--- src/rtl/selecter.sv ---
// Registered 3-way data selector: SW picks A, B or C onto O, and EN flags whether SW named a real source.
// IN_STAGE=1 adds an input register on A/B/C/SW, so data and select move through the pipeline together.
module selecter #(
    parameter int WIDTH    = 3,
    parameter int IN_STAGE = 0
) (
    input  logic             CLK,
    input  logic             RST,
    input  logic [WIDTH-1:0] A,
    input  logic [WIDTH-1:0] B,
    input  logic [WIDTH-1:0] C,
    input  logic [1:0]       SW,
    output logic [WIDTH-1:0] O,
    output logic             EN
);

    logic [WIDTH-1:0] a_s;
    logic [WIDTH-1:0] b_s;
    logic [WIDTH-1:0] c_s;
    logic [1:0]       sw_s;

    generate
        if (IN_STAGE != 0) begin : g_in_stage
            // A cleared stage decodes as SW=00 with A=0, so O=0/EN=1 on the first edge after reset release.
            always_ff @(posedge CLK or posedge RST) begin
                if (RST) begin
                    a_s  <= '0;
                    b_s  <= '0;
                    c_s  <= '0;
                    sw_s <= 2'b00;
                end else begin
                    a_s  <= A;
                    b_s  <= B;
                    c_s  <= C;
                    sw_s <= SW;
                end
            end
        end else begin : g_direct
            assign a_s  = A;
            assign b_s  = B;
            assign c_s  = C;
            assign sw_s = SW;
        end
    endgenerate

    logic [WIDTH-1:0] o_next;
    logic             en_next;

    always_comb begin
        o_next  = '0;
        en_next = 1'b1;
        case (sw_s)
            2'b00:   o_next = a_s;
            2'b01:   o_next = b_s;
            2'b10:   o_next = c_s;
            default: begin
                o_next  = '0;
                en_next = 1'b0;
            end
        endcase
    end

    always_ff @(posedge CLK or posedge RST) begin
        if (RST) begin
            O  <= '0;
            EN <= 1'b0;
        end else begin
            O  <= o_next;
            EN <= en_next;
        end
    end

endmodule

--- config.mk ---
export PLATFORM = sky130hd
export DESIGN_NAME = selecter
export DESIGN_NICKNAME = d
export VERILOG_FILES = /design/src/rtl/selecter.sv
export SDC_FILE = /design/constraint.sdc
export NUM_CORES = 1
export LEC_CHECK = 0
export BUFFER_PORTS_ARGS = -buffer_cell sky130_fd_sc_hd__buf_2
export CORE_AREA = 2 2 39 41
export CTS_CLUSTER_SIZE = 14
export DETAILED_ROUTE_END_ITERATION = 12
export DIE_AREA = 0 0 41 43
export HOLD_SLACK_MARGIN = 0.1
export PLACE_DENSITY = 0.47
export SETUP_SLACK_MARGIN = 0.15
export SLEW_MARGIN = 20
export SYNTH_ARGS = -nofsm -noshare
export SYNTH_HDL_FRONTEND = slang
export SYNTH_SLANG_ARGS = --single-unit
--- constraint.sdc ---
create_clock -name CLK -period 1.18 [get_ports CLK]
set_clock_uncertainty 0.1 [all_clocks]
set_input_delay 0 -clock CLK [delete_from_list [all_inputs] [get_ports CLK]]
set_output_delay 0 -clock CLK [all_outputs]
set_load 0.01 [all_outputs]
==> results of run 1 <==
[layout make-up]
class	instances	area share
inverter	1	0.00882
timing repair buffer	29	0.500
tap	16	0.0471
clock buffer	3	0.0529
sequential	4	0.235
multi-input combinational	8	0.156
[stage by stage]
stage | area [sq um] | hold slack [ns] | cells | power, mW
2_1_floorplan | 175 | -0.334 | 14 | 0.179
5_1_grt | 425 | 0.423 | 61 | 0.443
3_5_place_dp | 270 | -0.218 | 45 | 0.211
3_3_place_gp | 270 | -0.214 | 45 | 0.212
6_report | 425 | 0.418 | 61 | 0.409
4_1_cts | 423 | 0.405 | 61 | 0.418
[per-layer routing]
metal | up-vias | global-route usage | routed length (microns)
met5 | - | 0 | 0
met3 | 4 | 0.0471 | 72
met2 | 19 | 0.141 | 298
met4 | 0 | 0.100 | 25
met1 | 88 | 0.0556 | 174
li1 | 111 | - | -
[kinds of logic after synthesis]
| logic type | share of synthesized area |
|---|---|
| simple gates | 0.0571 |
| buf+inv | 0.0500 |
| mux | 0.171 |
| flops | 0.571 |
| compound gates | 0.150 |
[worst max-delay path, cell delays in order]
cell	delay, ns
sky130_fd_sc_hd__dlygate4sd3_1	0.53
sky130_fd_sc_hd__buf_2	0.14
sky130_fd_sc_hd__nor2b_1	0.22
sky130_fd_sc_hd__o2bb2ai_1	0.15
[state kept, by name (all words and copies together) (netlist names)]
register  count
O             3
EN            1
[repair_timing]
item,CTS,global route
endpoints found under the hold margin,8,0
hold buffers,13,0
endpoints found under the setup margin,0,3
resized for setup,0,2
[worst max-delay path by stage]
stage	from	end	slack [ns]	cells after the start
2_1_floorplan	SW[1]	O[0]	0.56	3
3_3_place_gp	SW[1]	O[2]	0.49	3
3_5_place_dp	SW[1]	O[1]	0.50	3
4_1_cts	RST	O[1]	0.19	4
5_1_grt	SW[0]	O[0]	0.14	4
6_report	SW[0]	O[0]	0.19	4
[Yosys cell counts]
cell / instances
sky130_fd_sc_hd__inv_1: 1
sky130_fd_sc_hd__clkbuf_2: 1
sky130_fd_sc_hd__mux2i_1: 3
sky130_fd_sc_hd__nor2b_1: 1
sky130_fd_sc_hd__dfrtp_1: 4
sky130_fd_sc_hd__o2bb2ai_1: 3
sky130_fd_sc_hd__nand2_1: 1
[power groups by stage]
stage / Sequential (mW) / Combinational [mW] / Clock (mW)
floorplan: 0.158 / 0.0203 / 0
global placement: 0.152 / 0.0593 / 0
detailed placement: 0.152 / 0.0590 / 0
CTS: 0.150 / 0.0914 / 0.176
global route: 0.151 / 0.102 / 0.190
finish: 0.150 / 0.0936 / 0.165
==> impl_metrics.xml, run 1 <==
<?xml version="1.0" encoding="UTF-8"?>
<metrics>
  <group name="status">
    <metric name="run_status" unit="">complete, no violations</metric>
  </group>
  <group name="power_and_ir_drop">
    <metric name="power.sequential.fraction" unit="">0.367</metric>
    <metric name="total_leakage_power" unit="nW">0.211</metric>
    <metric name="internal_power" unit="mW">0.322</metric>
    <metric name="combinationalPowerShare" unit="">0.229</metric>
    <metric name="power_spent_charging_and_discharging_nets" unit="mW">0.0871</metric>
    <metric name="power_density" unit="nW/um^2">961</metric>
    <metric name="power_frac_clock" unit="">0.404</metric>
    <metric name="switching_share" unit="">0.213</metric>
    <metric name="ir_drop" unit="uV">209</metric>
  </group>
  <group name="setup_path">
    <metric name="timing.critical_path.required" unit="ns">1.23</metric>
    <metric name="cp_data_arrival_time" unit="ns">1.04</metric>
    <metric name="cp-end-kind" unit="">register</metric>
    <metric name="critPathKind" unit="">primary input to register</metric>
    <metric name="worstSetupStartpointType" unit="">primary input</metric>
    <metric name="critical_path.max_fanout" unit="">5</metric>
  </group>
  <group name="cells_and_area">
    <metric name="mostFrequentLayoutCells" unit="">sky130_fd_sc_hd__buf_2 (15), sky130_fd_sc_hd__dlygate4sd3_1 (13), sky130_fd_sc_hd__dfrtp_1 (4)</metric>
    <metric name="nets" unit="">60</metric>
    <metric name="area.sequential" unit="sq um">100</metric>
    <metric name="antenna_diodes" unit="">0</metric>
    <metric name="syn2layout_area_growth" unit="%">143</metric>
    <metric name="final.fill_count" unit="">136</metric>
    <metric name="final_util" unit="">0.307</metric>
    <metric name="drive_gt1_frac" unit="">0.444</metric>
    <metric name="multi_input_area" unit="sq um">66.3</metric>
    <metric name="layout_commonest_cell" unit="">sky130_fd_sc_hd__buf_2</metric>
  </group>
  <group name="detailed_routing">
    <metric name="num_vias" unit="">222</metric>
    <metric name="drt_wl_total" unit="microns">570</metric>
    <metric name="ant_nets" unit="">0</metric>
    <metric name="drt_iter0_markers" unit="">1</metric>
    <metric name="drt_first_pass_iters" unit="">2</metric>
    <metric name="routed_via_density" unit="">3.64</metric>
    <metric name="drc_errors" unit="">0</metric>
    <metric name="final_routed_wire_length_divided_by_cell_count" unit="microns">9.34</metric>
  </group>
  <group name="synthesis">
    <metric name="fraction_of_post_synthesis_cell_area_in_the_top_cell_type_by_area" unit="">0.571</metric>
    <metric name="yosysWarnings" unit="">0</metric>
    <metric name="synth_cell_type_count" unit="">7</metric>
    <metric name="sequential_area_share_after_synthesis" unit="">0.571</metric>
    <metric name="synth_top_area_cell" unit="">sky130_fd_sc_hd__dfrtp_1</metric>
    <metric name="synthCells" unit="">14</metric>
    <metric name="synth.area.top_cells" unit="">sky130_fd_sc_hd__dfrtp_1 (57%), sky130_fd_sc_hd__mux2i_1 (17%), sky130_fd_sc_hd__o2bb2ai_1 (15%)</metric>
    <metric name="postSynthNetCount" unit="">27</metric>
    <metric name="synth_area_per_cell" unit="sq um">12.5</metric>
    <metric name="netlist_area" unit="sq um">175</metric>
    <metric name="ys_ff_latch" unit="">4</metric>
  </group>
  <group name="timing">
    <metric name="share_of_the_cycle_needed_by_the_critical_path_after_routing" unit="">0.838</metric>
    <metric name="worst_pin_slew" unit="ns">0.199</metric>
    <metric name="maxClockFrequency" unit="GHz">1.01</metric>
    <metric name="post-route-min-period" unit="ns">0.988</metric>
    <metric name="timing_hold_violations_final" unit="">0</metric>
    <metric name="worst_slack" unit="ns">0.192</metric>
    <metric name="timing_max_transition_violations_final" unit="">0</metric>
    <metric name="setup-tns-final" unit="ns">0</metric>
    <metric name="timing.slew.headroom" unit="">0.867</metric>
    <metric name="rsz0062_at_grt" unit="">false</metric>
    <metric name="final-setup-viol-count" unit="">0</metric>
  </group>
  <group name="die">
    <metric name="start_util" unit="">0.127</metric>
    <metric name="fp.dieH" unit="microns">43</metric>
    <metric name="io-pin-count" unit="">17</metric>
    <metric name="chipWidth" unit="microns">41</metric>
    <metric name="floorplan.die_area" unit="sq um">1760</metric>
    <metric name="core_area" unit="sq um">1380</metric>
    <metric name="rows" unit="">14</metric>
  </group>
  <group name="worst_hold_path">
    <metric name="min_to" unit="">O[1]</metric>
    <metric name="holdCritPathClass" unit="">primary input to register</metric>
    <metric name="hold_path_depth" unit="">3</metric>
    <metric name="hold_path_startpoint" unit="">B[1]</metric>
  </group>
  <group name="cts">
    <metric name="clkSinkCount" unit="">4</metric>
    <metric name="cts_buffer_depth" unit="">2</metric>
    <metric name="postCtsSetupBuffers" unit="">0</metric>
    <metric name="h_tree_depth" unit="">1</metric>
    <metric name="clockRootBuffer" unit="">sky130_fd_sc_hd__clkbuf_4</metric>
    <metric name="path_clk_slew" unit="ns">0.04</metric>
    <metric name="cts_made_buffers" unit="">3</metric>
    <metric name="clock_tree_from_tritoncts" unit="">yes</metric>
  </group>
  <group name="global_routing">
    <metric name="first_global_vias" unit="">255</metric>
    <metric name="grt_max_degree" unit="">6</metric>
    <metric name="overflow" unit="">0</metric>
    <metric name="global_route.usage.total" unit="">0.0868</metric>
    <metric name="grt_first_pass_wirelength" unit="microns">876</metric>
    <metric name="antenna_found_initial" unit="">0</metric>
  </group>
  <group name="job">
    <metric name="max_cap_viol_count" unit="">0</metric>
  </group>
  <group name="place">
    <metric name="pre_cts_ws" unit="ns">0.499</metric>
    <metric name="buffer_ports.inserted" unit="">16</metric>
    <metric name="gp_congestion" unit="">0.652</metric>
  </group>
</metrics>
Power figures use the tool's default switching activity.
==> run 2, diff against run 1 <==
--- a/config.mk
+++ b/config.mk
@@ -5,13 +5,14 @@
 export SDC_FILE = /design/constraint.sdc
 export NUM_CORES = 1
 export LEC_CHECK = 0
+export ABC_AREA = 1
 export BUFFER_PORTS_ARGS = -buffer_cell sky130_fd_sc_hd__buf_2
 export CORE_AREA = 2 2 39 41
 export CTS_CLUSTER_SIZE = 14
 export DETAILED_ROUTE_END_ITERATION = 12
 export DIE_AREA = 0 0 41 43
 export HOLD_SLACK_MARGIN = 0.1
-export PLACE_DENSITY = 0.47
+export PLACE_DENSITY = 0.49
 export SETUP_SLACK_MARGIN = 0.15
 export SLEW_MARGIN = 20
 export SYNTH_ARGS = -nofsm -noshare
==> constraint.sdc (replaced) <==
create_clock -name CLK -period 0.9 [get_ports CLK]
set_clock_uncertainty 0.1 [all_clocks]
set_input_delay 0 -clock CLK [delete_from_list [all_inputs] [get_ports CLK]]
set_output_delay 0 -clock CLK [all_outputs]
set_load 0.01 [all_outputs]
==> impl_metrics.xml, run 2 <==
<?xml version="1.0" encoding="UTF-8"?>
<metrics>
  <group name="cells_and_area">
    <metric name="drive_gt1_frac" unit="">0.452</metric>
    <metric name="final_util" unit="">0.230</metric>
    <metric name="biggestRegsByFlops" unit="">O x3, EN x1</metric>
    <metric name="largest_register_ffs" unit="">3</metric>
    <metric name="largest_register" unit="">O</metric>
    <metric name="nets" unit="">57</metric>
    <metric name="final.fill_count" unit="">165</metric>
    <metric name="mostFrequentLayoutCells" unit="">sky130_fd_sc_hd__buf_2 (16), sky130_fd_sc_hd__nand3_1 (9), sky130_fd_sc_hd__dfrtp_1 (4), sky130_fd_sc_hd__nand2_1 (4)</metric>
    <metric name="antenna_diodes" unit="">0</metric>
    <metric name="fin_area" unit="sq um">318</metric>
    <metric name="layout_commonest_cell" unit="">sky130_fd_sc_hd__buf_2</metric>
    <metric name="syn2layout_area_growth" unit="%">81.4</metric>
  </group>
  <group name="detailed_routing">
    <metric name="routed_via_density" unit="">3.64</metric>
    <metric name="drc_errors" unit="">0</metric>
    <metric name="drt_iter0_markers" unit="">1</metric>
    <metric name="drt_first_pass_iters" unit="">2</metric>
    <metric name="num_vias" unit="">211</metric>
    <metric name="drt_wl_total" unit="microns">427</metric>
    <metric name="final_routed_wire_length_divided_by_cell_count" unit="microns">7.36</metric>
    <metric name="ant_nets" unit="">0</metric>
  </group>
  <group name="global_routing">
    <metric name="first_global_vias" unit="">158</metric>
    <metric name="grt_first_pass_wirelength" unit="microns">545</metric>
    <metric name="overflow" unit="">0</metric>
    <metric name="antenna_found_initial" unit="">0</metric>
    <metric name="global_route.usage.total" unit="">0.0533</metric>
    <metric name="grt_max_degree" unit="">7</metric>
  </group>
  <group name="die">
    <metric name="chipWidth" unit="microns">41</metric>
    <metric name="core_area" unit="sq um">1380</metric>
    <metric name="fp.dieH" unit="microns">43</metric>
    <metric name="rows" unit="">14</metric>
    <metric name="start_util" unit="">0.127</metric>
    <metric name="floorplan.die_area" unit="sq um">1760</metric>
    <metric name="io-pin-count" unit="">17</metric>
  </group>
  <group name="timing">
    <metric name="timing_hold_violations_final" unit="">3</metric>
    <metric name="setup-tns-final" unit="ns">0</metric>
    <metric name="timing_max_transition_violations_final" unit="">0</metric>
    <metric name="share_of_the_cycle_needed_by_the_critical_path_after_routing" unit="">0.899</metric>
    <metric name="final-setup-viol-count" unit="">0</metric>
    <metric name="post-route-min-period" unit="ns">0.809</metric>
    <metric name="whs" unit="ns">-0.107</metric>
    <metric name="maxClockFrequency" unit="GHz">1.24</metric>
    <metric name="rsz0062_at_grt" unit="">true</metric>
    <metric name="timing.slew.headroom" unit="">0.885</metric>
    <metric name="worst_slack" unit="ns">0.0910</metric>
    <metric name="worst_pin_slew" unit="ns">0.172</metric>
  </group>
  <group name="synthesis">
    <metric name="synth-main-ff-cell" unit="">sky130_fd_sc_hd__dfrtp_1</metric>
    <metric name="ranking_of_synthesized_cells_by_instance_count" unit="">sky130_fd_sc_hd__nand3_1 (9), sky130_fd_sc_hd__dfrtp_1 (4), sky130_fd_sc_hd__nand2_1 (4)</metric>
    <metric name="synth_cell_type_count" unit="">5</metric>
    <metric name="yosysWarnings" unit="">0</metric>
    <metric name="postSynthNetCount" unit="">34</metric>
    <metric name="netlist_area" unit="sq um">175</metric>
    <metric name="synthMostInstantiatedCell" unit="">sky130_fd_sc_hd__nand3_1</metric>
    <metric name="synth_top_area_cell" unit="">sky130_fd_sc_hd__dfrtp_1</metric>
    <metric name="synthCells" unit="">21</metric>
    <metric name="synth_area_per_cell" unit="sq um">8.34</metric>
    <metric name="synth.area.top_cells" unit="">sky130_fd_sc_hd__dfrtp_1 (57%), sky130_fd_sc_hd__nand3_1 (26%), sky130_fd_sc_hd__nand2_1 (8.6%)</metric>
    <metric name="sequential_area_share_after_synthesis" unit="">0.571</metric>
    <metric name="fraction_of_post_synthesis_cell_area_in_the_top_cell_type_by_area" unit="">0.571</metric>
    <metric name="ys_ff_latch" unit="">4</metric>
    <metric name="synth_enable_flop_cells" unit="">0</metric>
    <metric name="asyncSetResetFlopFracSynth" unit="">1.00</metric>
  </group>
  <group name="cts">
    <metric name="clkSinkCount" unit="">4</metric>
    <metric name="clockRootBuffer" unit="">sky130_fd_sc_hd__clkbuf_4</metric>
    <metric name="h_tree_depth" unit="">1</metric>
    <metric name="cts_buffer_depth" unit="">2</metric>
    <metric name="path_clk_slew" unit="ns">0.04</metric>
    <metric name="cts.hold.buffers_added" unit="">2</metric>
    <metric name="clock_tree_from_tritoncts" unit="">yes</metric>
    <metric name="cts_made_buffers" unit="">3</metric>
  </group>
  <group name="place">
    <metric name="pre_cts_ws" unit="ns">0.288</metric>
    <metric name="post_dp_cell_area" unit="sq um">275</metric>
    <metric name="buffer_ports.inserted" unit="">16</metric>
    <metric name="gp_congestion" unit="">0.703</metric>
  </group>
  <group name="setup_path">
    <metric name="crit_buf_inv" unit="">1</metric>
    <metric name="worstSetupStartpointType" unit="">register</metric>
    <metric name="cp_data_arrival_time" unit="ns">0.71</metric>
    <metric name="cp_cell_instances" unit="">buf_2</metric>
    <metric name="timing.critical_path.required" unit="ns">0.80</metric>
    <metric name="worstSetupPathDepth" unit="">1</metric>
    <metric name="cp-end-kind" unit="">output port</metric>
    <metric name="critical_path.max_fanout" unit="">1</metric>
    <metric name="crit_slowest_cell" unit="">sky130_fd_sc_hd__dfrtp_1</metric>
    <metric name="timing.critical_path.max_delay_family" unit="">flip-flops</metric>
    <metric name="critPathKind" unit="">register to output port</metric>
    <metric name="critical-path-max-stage-delay" unit="ns">0.35</metric>
  </group>
  <group name="power_and_ir_drop">
    <metric name="total_leakage_power" unit="nW">0.177</metric>
    <metric name="power_density" unit="nW/um^2">1560</metric>
    <metric name="ir_drop" unit="uV">308</metric>
  </group>
  <group name="status">
    <metric name="violations" unit="">negative hold slack</metric>
    <metric name="run_status" unit="">complete, but fails checks</metric>
  </group>
  <group name="worst_hold_path">
    <metric name="hold_path_depth" unit="">3</metric>
    <metric name="holdCritPathClass" unit="">primary input to register</metric>
  </group>
  <group name="job">
    <metric name="max_cap_viol_count" unit="">0</metric>
  </group>
</metrics>
## run 2: changes by cell type after synthesis, moves of 2 or more
cell,delta
sky130_fd_sc_hd__nand3_1,+9
sky130_fd_sc_hd__nand2_1,+3
sky130_fd_sc_hd__inv_1,+2
sky130_fd_sc_hd__o2bb2ai_1,-3
sky130_fd_sc_hd__mux2i_1,-3
## run 2: power breakdown
group / internal [mW] / switching [mW] / total [mW]
combinational: 0.0431 / 0.0415 / 0.0846
sequential: 0.195 / 0.00258 / 0.197
clock: 0.149 / 0.0653 / 0.214
## run 2: worst paths after layout
kind | end | slack, ns | from
max | EN | 0.09 | EN
min | O[0] | -0.11 | A[0]
max in group asynchronous | O[0] | 0.47 | RST
min in group asynchronous | EN | 0.09 | RST
## run 2: layout make-up
type                       count  area, sq um  area share
inverter                       3         11.3      0.0354
sequential                     4          100       0.315
tap                           16         20.0      0.0630
clock buffer                   3         22.5      0.0709
multi-input combinational     14         63.8       0.201
timing repair buffer          18          100       0.315
## run 2: cell families (layout without fill, tap and decap cells)
group,count (synthesis),count (layout),synth area share
AND/OR/NAND/NOR,14,14,0.364
flip-flops,4,4,0.571
buffers and inverters,3,24,0.0643
## run 2: through the flow
stage | cells | total power, mW
after floorplan | 21 | 0.231
after global placement | 53 | 0.278
after detailed placement | 53 | 0.279
after CTS | 58 | 0.510
after global routing | 58 | 0.531
final | 58 | 0.496
## run 2: repair_timing
item                                   4_1_cts  5_1_grt
setup buffers                                0        0
endpoints found under the hold margin        8        3
pin swaps                                    0        0
resized for setup                            0        0
setup endpoints to repair                    4        4
## run 2: per-layer routing
layer,GRT usage,wire (microns),vias to the layer above,part of all wire
met5,0,0,-,0
met4,0.0800,16,0,0.037
met3,0.0157,69,2,0.16
met2,0.0563,167,16,0.39
met1,0.0647,174,81,0.41
li1,-,-,112,-
==> run 3, diff against run 2 <==
==> config.mk (replaced) <==
export PLATFORM = sky130hd
export DESIGN_NAME = selecter
export DESIGN_NICKNAME = d
export VERILOG_FILES = /design/src/rtl/selecter.sv
export SDC_FILE = /design/constraint.sdc
export NUM_CORES = 1
export LEC_CHECK = 0
export BUFFER_PORTS_ARGS = -buffer_cell sky130_fd_sc_hd__buf_2
export CELL_PAD_IN_SITES_DETAIL_PLACEMENT = 1
export CELL_PAD_IN_SITES_GLOBAL_PLACEMENT = 2
export CORE_AREA = 2 2 39 41
export CTS_CLUSTER_SIZE = 14
export DETAILED_ROUTE_END_ITERATION = 12
export DIE_AREA = 0 0 41 43
export HOLD_SLACK_MARGIN = 0.1
export PLACE_DENSITY = 0.72
export SETUP_SLACK_MARGIN = 0.15
export SLEW_MARGIN = 5
export SYNTH_ARGS = -nofsm -noshare
export SYNTH_HDL_FRONTEND = slang
export SYNTH_SLANG_ARGS = --single-unit
==> impl_metrics.xml, run 3 (synthesis results as in run 1) <==
<?xml version="1.0" encoding="UTF-8"?>
<metrics>
  <group name="global_routing">
    <metric name="first_global_vias" unit="">174</metric>
    <metric name="grt_max_degree" unit="">6</metric>
    <metric name="antenna_found_initial" unit="">0</metric>
    <metric name="overflow" unit="">0</metric>
    <metric name="grt_first_pass_wirelength" unit="microns">724</metric>
    <metric name="global_route.usage.total" unit="">0.0737</metric>
  </group>
  <group name="detailed_routing">
    <metric name="routed_via_density" unit="">3.69</metric>
    <metric name="drt_wl_total" unit="microns">470</metric>
    <metric name="final_routed_wire_length_divided_by_cell_count" unit="microns">9.22</metric>
    <metric name="ant_nets" unit="">0</metric>
    <metric name="drt_iter0_markers" unit="">1</metric>
    <metric name="drc_errors" unit="">0</metric>
    <metric name="num_vias" unit="">188</metric>
    <metric name="drt_first_pass_iters" unit="">2</metric>
  </group>
  <group name="cts">
    <metric name="clockRootBuffer" unit="">sky130_fd_sc_hd__clkbuf_4</metric>
    <metric name="postCtsSetupBuffers" unit="">0</metric>
    <metric name="path_clk_slew" unit="ns">0.04</metric>
    <metric name="clock_tree_from_tritoncts" unit="">yes</metric>
    <metric name="cts_buffer_depth" unit="">2</metric>
    <metric name="clkSinkCount" unit="">4</metric>
    <metric name="h_tree_depth" unit="">1</metric>
    <metric name="cts.hold.buffers_added" unit="">3</metric>
    <metric name="cts_made_buffers" unit="">3</metric>
  </group>
  <group name="power_and_ir_drop">
    <metric name="power.total" unit="mW">0.510</metric>
    <metric name="ir_drop" unit="uV">320</metric>
    <metric name="total_leakage_power" unit="nW">0.179</metric>
    <metric name="power_density" unit="nW/um^2">1540</metric>
  </group>
  <group name="timing">
    <metric name="worst_slack" unit="ns">0.0789</metric>
    <metric name="maxClockFrequency" unit="GHz">1.22</metric>
    <metric name="worst_pin_slew" unit="ns">0.208</metric>
    <metric name="timing.slew.headroom" unit="">0.861</metric>
    <metric name="rsz0062_at_grt" unit="">true</metric>
    <metric name="final-setup-viol-count" unit="">0</metric>
    <metric name="timing_max_transition_violations_final" unit="">0</metric>
    <metric name="whs" unit="ns">-0.108</metric>
    <metric name="setup-tns-final" unit="ns">0</metric>
    <metric name="post-route-min-period" unit="ns">0.821</metric>
    <metric name="share_of_the_cycle_needed_by_the_critical_path_after_routing" unit="">0.912</metric>
    <metric name="timing_hold_violations_final" unit="">3</metric>
  </group>
  <group name="cells_and_area">
    <metric name="largest_register_ffs" unit="">3</metric>
    <metric name="antenna_diodes" unit="">0</metric>
    <metric name="final_util" unit="">0.240</metric>
    <metric name="biggestRegsByFlops" unit="">O x3, EN x1</metric>
    <metric name="syn2layout_area_growth" unit="%">89.3</metric>
    <metric name="final.fill_count" unit="">165</metric>
    <metric name="mostFrequentLayoutCells" unit="">sky130_fd_sc_hd__buf_2 (15), sky130_fd_sc_hd__dfrtp_1 (4), sky130_fd_sc_hd__mux2i_1 (3), sky130_fd_sc_hd__o2bb2ai_1 (3), sky130_fd_sc_hd__clkbuf_4 (3)</metric>
    <metric name="fin_area" unit="sq um">332</metric>
    <metric name="layout_commonest_cell" unit="">sky130_fd_sc_hd__buf_2</metric>
    <metric name="drive_gt1_frac" unit="">0.543</metric>
    <metric name="largest_register" unit="">O</metric>
    <metric name="nets" unit="">50</metric>
  </group>
  <group name="setup_path">
    <metric name="timing.critical_path.max_delay_family" unit="">flip-flops</metric>
    <metric name="critical_path.max_fanout" unit="">1</metric>
    <metric name="endpoint" unit="">O[0]</metric>
    <metric name="worstSetupStartpointType" unit="">register</metric>
    <metric name="critPathKind" unit="">register to output port</metric>
    <metric name="crit_buf_inv" unit="">1</metric>
    <metric name="timing.critical_path.required" unit="ns">0.80</metric>
    <metric name="crit_slowest_cell" unit="">sky130_fd_sc_hd__dfrtp_1</metric>
    <metric name="worstSetupPathDepth" unit="">1</metric>
    <metric name="critical-path-max-stage-delay" unit="ns">0.37</metric>
    <metric name="cp-end-kind" unit="">output port</metric>
    <metric name="cp_data_arrival_time" unit="ns">0.72</metric>
    <metric name="cp_cell_instances" unit="">buf_6</metric>
    <metric name="critPathLaunch" unit="">O[0]</metric>
  </group>
  <group name="place">
    <metric name="post_dp_cell_area" unit="sq um">270</metric>
    <metric name="pre_cts_ws" unit="ns">0.214</metric>
    <metric name="gp_congestion" unit="">0.576</metric>
    <metric name="buffer_ports.inserted" unit="">16</metric>
  </group>
  <group name="die">
    <metric name="start_util" unit="">0.127</metric>
    <metric name="core_area" unit="sq um">1380</metric>
    <metric name="rows" unit="">14</metric>
    <metric name="fp.dieH" unit="microns">43</metric>
    <metric name="floorplan.die_area" unit="sq um">1760</metric>
    <metric name="chipWidth" unit="microns">41</metric>
    <metric name="io-pin-count" unit="">17</metric>
  </group>
  <group name="job">
    <metric name="max_cap_viol_count" unit="">0</metric>
  </group>
  <group name="status">
    <metric name="run_status" unit="">complete, but fails checks</metric>
    <metric name="violations" unit="">negative hold slack</metric>
  </group>
  <group name="worst_hold_path">
    <metric name="holdCritPathClass" unit="">primary input to register</metric>
  </group>
</metrics>
run 3: how the worst min path moves through the flow:
| stage | start | end | slack [ns] | cells past startpoint |
|---|---|---|---|---|
| 2_1_floorplan | RST | EN | -0.33 | 1 |
| 3_3_place_gp | RST | EN | -0.22 | 2 |
| 3_5_place_dp | RST | O[2] | -0.22 | 2 |
| 4_1_cts | SW[0] | O[1] | -0.11 | 2 |
| 5_1_grt | SW[0] | O[1] | -0.11 | 2 |
| 6_report | B[2] | O[2] | -0.11 | 2 |
run 3: final cells by class:
cell class	count	area, sq um	area share
Clock buffer	3	22.5	0.0679
Inverter	1	3.75	0.0113
Multi-Input combinational cell	8	66.3	0.200
Sequential cell	4	100	0.302
Tap cell	16	20.0	0.0604
Timing Repair Buffer	19	119	0.358
run 3: layer usage:
metal,global-route usage,vias to the layer above,part of all wire
met5,0,-,0
met4,0.100,0,0.047
met3,0.0471,4,0.15
met2,0.0750,19,0.36
met1,0.0817,74,0.44
li1,-,91,-
run 3: repair_timing:
item                                   in CTS  in global routing
setup endpoints to repair                   4                  5
pin swaps                                   0                  0
gates resized for setup                     0                  2
endpoints found under the hold margin       8                  5
run 3: where the power goes:
group	switching (mW)	internal [mW]
Combinational	0.0370	0.0538
Clock	0.0714	0.149
Sequential	0.00399	0.194
run 3: per-stage QoR:
stage                     cells  hold slack [ns]
after floorplan              14           -0.334
after global placement       45           -0.217
after detailed placement     45           -0.215
after CTS                    51           -0.114
after global routing         51           -0.112
final                        51           -0.108
